### config.mk
export PLATFORM = sky130hd
export DESIGN_NAME = ddr4_ca_lane_tx_ctrl
export DESIGN_NICKNAME = d
export VERILOG_FILES = /design/src/rtl/ddr4_phy_pkg.sv /design/src/rtl/ddr4_bit_sync.sv /design/src/rtl/ddr4_ca_lane_tx_ctrl.sv
export SDC_FILE = /design/constraint.sdc
export NUM_CORES = 1
export LEC_CHECK = 0
export CORE_ASPECT_RATIO = 0.5
export CORE_MARGIN = 3
export CORE_UTILIZATION = 56
export DETAILED_ROUTE_END_ITERATION = 10
export PLACE_DENSITY = 0.84
export SYNTH_ARGS = -nofsm -noshare
export SYNTH_HDL_FRONTEND = slang
export SYNTH_SLANG_ARGS = --single-unit
### constraint.sdc
create_clock -name FAB_CLK -period 8.6 [get_ports FAB_CLK]
set_input_delay 1.72 -clock FAB_CLK [delete_from_list [all_inputs] [get_ports FAB_CLK]]
set_output_delay 1.72 -clock FAB_CLK [all_outputs]
set_load 0.01 [all_outputs]
### src/rtl/ddr4_phy_pkg.sv
// Shared types and constants for the DDR4 command/address lane transmit control.
//   adj_cmd_e   : encoding of the delay-line adjust command
//   adj_state_e : adjust engine states
//   CS_N_IDLE   : command phases that keep the chip deselected
package ddr4_phy_pkg;

  typedef enum logic [1:0] {
    ADJ_LOAD = 2'b00,
    ADJ_INC  = 2'b01,
    ADJ_DEC  = 2'b10,
    ADJ_RSV  = 2'b11
  } adj_cmd_e;

  typedef enum logic [2:0] {
    S_IDLE,
    S_LOAD,
    S_MOVE,
    S_GAP,
    S_DONE
  } adj_state_e;

  localparam logic [3:0] CS_N_IDLE = 4'hF;

endpackage

### src/rtl/ddr4_bit_sync.sv
// Two-flop synchronizer for a single asynchronous level.
//   clk_i : destination clock
//   rst_i : synchronous reset, active high, clears both stages
//   d_i   : asynchronous input level
//   q_o   : synchronized level, two cycles of latency
module ddr4_bit_sync (
  input  logic clk_i,
  input  logic rst_i,
  input  logic d_i,
  output logic q_o
);

  logic meta_q;
  logic sync_q;

  always_ff @(posedge clk_i) begin
    if (rst_i) begin
      meta_q <= 1'b0;
      sync_q <= 1'b0;
    end else begin
      meta_q <= d_i;
      sync_q <= meta_q;
    end
  end

  assign q_o = sync_q;

endmodule

### src/rtl/ddr4_ca_lane_tx_ctrl.sv
// Fabric-side driver for one DDR4 command/address output lane.
// Registers the 4-phase command data and output enable into the lane IOD and runs
// a request/ack delay-line adjust engine (LOAD, or N-step INC/DEC with settle gaps).
//   FAB_CLK, TX_SYNC_RST           : clock, synchronous active-high reset
//   DFI_CS_N, OUT_EN               : command phases and driver enable in
//   ADJ_REQ, ADJ_CMD, ADJ_COUNT    : adjust request interface
//   ADJ_BUSY, ADJ_ACK, ADJ_ERR     : adjust status
//   TAP_VALUE                      : tracked delay-line tap
//   TX_DATA_0, OE_DATA_0           : to IOD data/enable
//   DELAY_LINE_LOAD/MOVE/DIRECTION : to IOD delay-line control
//   DELAY_LINE_OUT_OF_RANGE_0      : from IOD, asynchronous
module ddr4_ca_lane_tx_ctrl
  import ddr4_phy_pkg::*;
#(
  parameter int unsigned TAP_W     = 8,
  parameter int unsigned INIT_TAP  = 1,
  parameter int unsigned MAX_TAP   = 255,
  parameter int unsigned CNT_W     = 7,
  parameter int unsigned MOVE_GAP  = 4,
  parameter int unsigned LOAD_HOLD = 2,
  parameter int unsigned QUIESCE   = 1
) (
  input  logic             FAB_CLK,
  input  logic             TX_SYNC_RST,
  input  logic [3:0]       DFI_CS_N,
  input  logic             OUT_EN,
  input  logic             ADJ_REQ,
  input  logic [1:0]       ADJ_CMD,
  input  logic [CNT_W-1:0] ADJ_COUNT,
  output logic             ADJ_BUSY,
  output logic             ADJ_ACK,
  output logic             ADJ_ERR,
  output logic [TAP_W-1:0] TAP_VALUE,
  output logic [3:0]       TX_DATA_0,
  output logic [3:0]       OE_DATA_0,
  output logic             DELAY_LINE_LOAD_0,
  output logic             DELAY_LINE_MOVE_0,
  output logic             DELAY_LINE_DIRECTION_0,
  input  logic             DELAY_LINE_OUT_OF_RANGE_0
);

  localparam int unsigned HOLD_W = 8;

  adj_state_e        state_q, state_d;
  adj_cmd_e          cmd_q, cmd_d;
  logic [CNT_W-1:0]  cnt_q, cnt_d;
  logic [HOLD_W-1:0] hold_q, hold_d;
  logic [TAP_W-1:0]  tap_q, tap_d;
  logic              err_q, err_d;
  logic              busy_q, ack_q, load_q, move_q, dir_q;
  logic [3:0]        tx_q, oe_q;
  logic              oor_sync;
  logic              start_move;
  logic              at_limit;

  ddr4_bit_sync u_oor_sync (
    .clk_i (FAB_CLK),
    .rst_i (TX_SYNC_RST),
    .d_i   (DELAY_LINE_OUT_OF_RANGE_0),
    .q_o   (oor_sync)
  );

  // Next-state logic; start_move funnels both the first step and each post-gap step
  // through the same count/limit check before a pulse is issued.
  always_comb begin
    state_d    = state_q;
    cmd_d      = cmd_q;
    cnt_d      = cnt_q;
    hold_d     = hold_q;
    tap_d      = tap_q;
    err_d      = err_q;
    start_move = 1'b0;
    at_limit   = 1'b0;

    case (state_q)
      S_IDLE: begin
        if (ADJ_REQ) begin
          cmd_d  = adj_cmd_e'(ADJ_CMD);
          cnt_d  = ADJ_COUNT;
          err_d  = 1'b0;
          hold_d = '0;
          case (cmd_d)
            ADJ_LOAD: begin
              state_d = S_LOAD;
              tap_d   = TAP_W'(INIT_TAP);
            end
            ADJ_INC, ADJ_DEC: start_move = 1'b1;
            default: begin
              state_d = S_DONE;
              err_d   = 1'b1;
            end
          endcase
        end
      end
      S_LOAD: begin
        if (hold_q == HOLD_W'(LOAD_HOLD - 1)) state_d = S_DONE;
        else                                  hold_d  = hold_q + HOLD_W'(1);
      end
      S_MOVE: begin
        state_d = S_GAP;
        hold_d  = '0;
      end
      S_GAP: begin
        if (hold_q == HOLD_W'(MOVE_GAP - 2)) begin
          if (oor_sync) begin
            state_d = S_DONE;
            err_d   = 1'b1;
          end else begin
            start_move = 1'b1;
          end
        end else begin
          hold_d = hold_q + HOLD_W'(1);
        end
      end
      S_DONE:  state_d = S_IDLE;
      default: state_d = S_IDLE;
    endcase

    at_limit = ((cmd_d == ADJ_INC) && (tap_q == TAP_W'(MAX_TAP))) ||
               ((cmd_d == ADJ_DEC) && (tap_q == '0));

    if (start_move) begin
      if (cnt_d == '0) begin
        state_d = S_DONE;
      end else if (at_limit) begin
        state_d = S_DONE;
        err_d   = 1'b1;
      end else begin
        state_d = S_MOVE;
        cnt_d   = cnt_d - CNT_W'(1);
        tap_d   = (cmd_d == ADJ_INC) ? tap_q + TAP_W'(1) : tap_q - TAP_W'(1);
      end
    end
  end

  // State and registered outputs; strobes are decoded from the next state so they
  // line up with the state they describe.
  always_ff @(posedge FAB_CLK) begin
    if (TX_SYNC_RST) begin
      state_q <= S_IDLE;
      cmd_q   <= ADJ_LOAD;
      cnt_q   <= '0;
      hold_q  <= '0;
      tap_q   <= TAP_W'(INIT_TAP);
      err_q   <= 1'b0;
      busy_q  <= 1'b0;
      ack_q   <= 1'b0;
      load_q  <= 1'b0;
      move_q  <= 1'b0;
      dir_q   <= 1'b0;
      tx_q    <= CS_N_IDLE;
      oe_q    <= 4'h0;
    end else begin
      state_q <= state_d;
      cmd_q   <= cmd_d;
      cnt_q   <= cnt_d;
      hold_q  <= hold_d;
      tap_q   <= tap_d;
      err_q   <= err_d;
      busy_q  <= (state_d != S_IDLE);
      ack_q   <= (state_d == S_DONE);
      load_q  <= (state_d == S_LOAD);
      move_q  <= (state_d == S_MOVE);
      dir_q   <= (state_d != S_IDLE) && (cmd_d == ADJ_INC);
      tx_q    <= ((QUIESCE != 0) && busy_q) ? CS_N_IDLE : DFI_CS_N;
      oe_q    <= {4{OUT_EN}};
    end
  end

  assign ADJ_BUSY               = busy_q;
  assign ADJ_ACK                = ack_q;
  assign ADJ_ERR                = err_q;
  assign TAP_VALUE              = tap_q;
  assign TX_DATA_0              = tx_q;
  assign OE_DATA_0              = oe_q;
  assign DELAY_LINE_LOAD_0      = load_q;
  assign DELAY_LINE_MOVE_0      = move_q;
  assign DELAY_LINE_DIRECTION_0 = dir_q;

endmodule

==> impl_metrics.toml <==
[floorplan]
die_h_um = 51.0
coreArea_mm2 = 0.00366
row_count = 15
initial_utilization = 0.619
pin_count = 40
die_w_um = 96.0
design.die.area_mm2 = 0.00489

[critical_path]
cp-end-kind = "flip-flop"
crit_required_ns = 8.75
worst-path-max-fanout = 18
crit_path_start_kind = "input port"
path_class = "input port to flip-flop"
cp.arrival_ns = 5.31

[sta]
slew_viol_final = 0
max_slew_margin = 0.267
worstMarginPinSlew_ns = 1.09
min_period_ns = 5.15
fin_crit_sh = 0.599
rsz0062_at_grt = "no"
finalSetupTns_ns = 0
fmax_mhz = 194
hold_violations = 0
timing.hold.ws_ns = 0.471
finClkSkew_ns = 0.00801
setup-violations-final = 0

[yosys]
synth.most_common_cell = "dfxtp_1"
synth_top_area_cell = "dfxtp_1"
synthTopCellsByArea = "dfxtp_1 36%, ha_1 7.7%, nor2_1 5.5%"
synth-edff-count = 0
ys_seq_elements = 41
syn_avg_cell_area_um2 = 8.52
ys_warn_count = 0
synthArstFlopShare = 0
synth_fp_nets = 299
synth_common_cells = "41 x dfxtp_1, 33 x nor2_1, 21 x nand2_1"
synth_ff_type = "dfxtp_1"
ys_types = 45
ys_seq_area_frac = 0.362
syn-cell-area_mm2 = 0.00227
synthCells = 266
netlist.area_leader.share = 0.362

[drt]
drt-total-wl_um = 5010
vias_per_cell = 5.73
drt_iter0_drc = 130
firstDrtPassIters = 5
drc = 0
routedWlPerCell_um = 14.2
vias = 2016
ant_nets = 0

[finish]
antenna_cells = 0
syn_to_final_growth_pct = 21.8
final_area_mm2 = 0.00276
drive_above_1_share = 0.0432
fillerInstances = 257
nNetsFinal = 333

[status]
status = "completed"

[power_and_ir_drop]
p_total_w = 0.000603
powerDensity_mw_per_mm2 = 219
leakage_nw = 1.10
irDropWorstVdd_v = 0.000121

[cts]
cts_tree = "done"
cts_resized = 0
hold_buffers = 0
clk_latency_ns = 0.30
root_buffer = "clkbuf_8"
clock_path_buffers = 2
postCtsSetupBuffers = 0
cts.clk_slew.worst_paths_ns = 0.08
cts_sinks = 41
htree_levels = 2
numCtsBuffers = 5

[grt]
grt_pass1_wl_um = 8410
first_global_vias = 1774
antenna_found_initial = 0
grt_use_total = 0.224
grt_max_degree = 29
gr-total-overflow = 0

[worst_hold_path]
hold_path.class = "flip-flop to flip-flop"

[flow_run]
drv_cap = 0

[placement]
port_buffers = 39
post-dp-hpwl_um = 3690
dpl_cell_area_mm2 = 0.00266
gp_congestion = 0.863
[worst max-delay path: stages]
cell and delay (ns):
clkdlybuf4s50_1 0.51, nor4b_4 0.87, mux2i_1 0.46, ha_1 0.25, or4b_1 0.48, o211ai_1 0.16
or2_1 0.49, and3_1 0.28, a211oi_1 0.07
[registers in the layout, summed over array words and instances (netlist names)]
name and flops:
state_q 3, ADJ_BUSY 1, cnt_q 7, u_oor_sync.meta_q 1, cmd_q 2, DELAY_LINE_LOAD_0 1
OE_DATA_0 1, ADJ_ERR 1, u_oor_sync.q_o 1, DELAY_LINE_MOVE_0 1, hold_q 8, DELAY_LINE_DIRECTION_0 1
TAP_VALUE 8, TX_DATA_0 4, ADJ_ACK 1
[cell type report]
type | instances | area [um2] | share of cell area
sequential | 41 | 821 | 0.298
timing repair buffer | 40 | 398 | 0.144
multi-input combinational | 201 | 1330 | 0.483
inverter | 11 | 41.3 | 0.0150
clock buffer | 7 | 96.3 | 0.0349
clock inverter | 1 | 5.00 | 0.00181
tap | 51 | 63.8 | 0.0231
[metrics by stage]
step | util | instances | worst slack, ns
2_1_floorplan | - | 266 | 4.41
3_3_place_gp | 0.726 | 344 | 3.34
3_5_place_dp | 0.726 | 344 | 3.20
4_1_cts | 0.754 | 352 | 3.50
5_1_grt | 0.754 | 352 | 3.16
6_report | 0.754 | 352 | 3.45
[placed cells by master, fill, tap and decap left out, types with 2 or more instances in the layout]
cell type | synthesis | layout
xnor2_1 | 9 | 9
or4_1 | 3 | 3
inv_1 | 11 | 11
nor3_1 | 11 | 11
o21ai_1 | 2 | 2
nand4_1 | 10 | 10
a21o_1 | 2 | 2
clkdlybuf4s50_1 | 0 | 39
mux2i_1 | 9 | 9
ha_1 | 14 | 14
nor2b_1 | 7 | 7
or2_1 | 2 | 2
nand2_1 | 21 | 21
a31oi_1 | 2 | 2
and3_1 | 5 | 5
clkbuf_8 | 0 | 7
nand3_1 | 12 | 12
dfxtp_1 | 41 | 41
o21a_1 | 2 | 2
nand4b_1 | 2 | 2
a21oi_1 | 15 | 15
a211oi_1 | 3 | 3
o2111ai_1 | 2 | 2
nor4_1 | 4 | 4
or3_1 | 5 | 5
nor2_1 | 33 | 33
o211ai_1 | 2 | 2
xor2_1 | 8 | 8
o31ai_1 | 2 | 2
[cells by family (layout without fill, tap and decap cells)]
group | after synthesis | count (layout) | synth area share
xor gates and xnor gates | 17 | 17 | 0.0657
buffers and inverters | 24 | 59 | 0.0530
adders and majority gates | 15 | 15 | 0.0861
AOI/OAI and AO/OA | 39 | 39 | 0.112
muxes | 10 | 10 | 0.0497
and+or+nand+nor | 120 | 120 | 0.272
DFF | 41 | 41 | 0.362
[per-layer routing]
| layer | share of wire | up-vias | wire, um | GRT usage |
|---|---|---|---|---|
| met2 | 0.44 | 63 | 2190 | 0.328 |
| li1 | - | 1011 | - | - |
| met1 | 0.48 | 928 | 2390 | 0.323 |
| met3 | 0.068 | 14 | 343 | 0.0544 |
| met4 | 0.019 | 0 | 94 | 0.0708 |
| met5 | 0 | - | 0 | 0 |
[report_power, final]
| part | internal [W] | leakage [nW] | switching, W | total [W] |
|---|---|---|---|---|
| clock | 0.0000726 | 0.0542 | 0.0000671 | 0.000140 |
| sequential | 0.000213 | 0.336 | 0.0000233 | 0.000237 |
| combinational | 0.000109 | 0.709 | 0.000118 | 0.000226 |
| total | 0.000395 | 1.10 | 0.000208 | 0.000603 |
[path summary, 6_finish.rpt]
path                    startpoint                                end  slack, ns  cells past startpoint
min reg2reg    cmd_q[0]$_SDFF_PP0_                cmd_q[0]$_SDFF_PP0_       0.47                      2
max                        ADJ_REQ  DELAY_LINE_DIRECTION_0$_SDFF_PP0_       3.45                      9
min            cmd_q[0]$_SDFF_PP0_                cmd_q[0]$_SDFF_PP0_       0.47                      2
max reg2reg  state_q[0]$_SDFF_PP0_  DELAY_LINE_DIRECTION_0$_SDFF_PP0_       4.90                      8
Power figures use the tool's default switching activity.
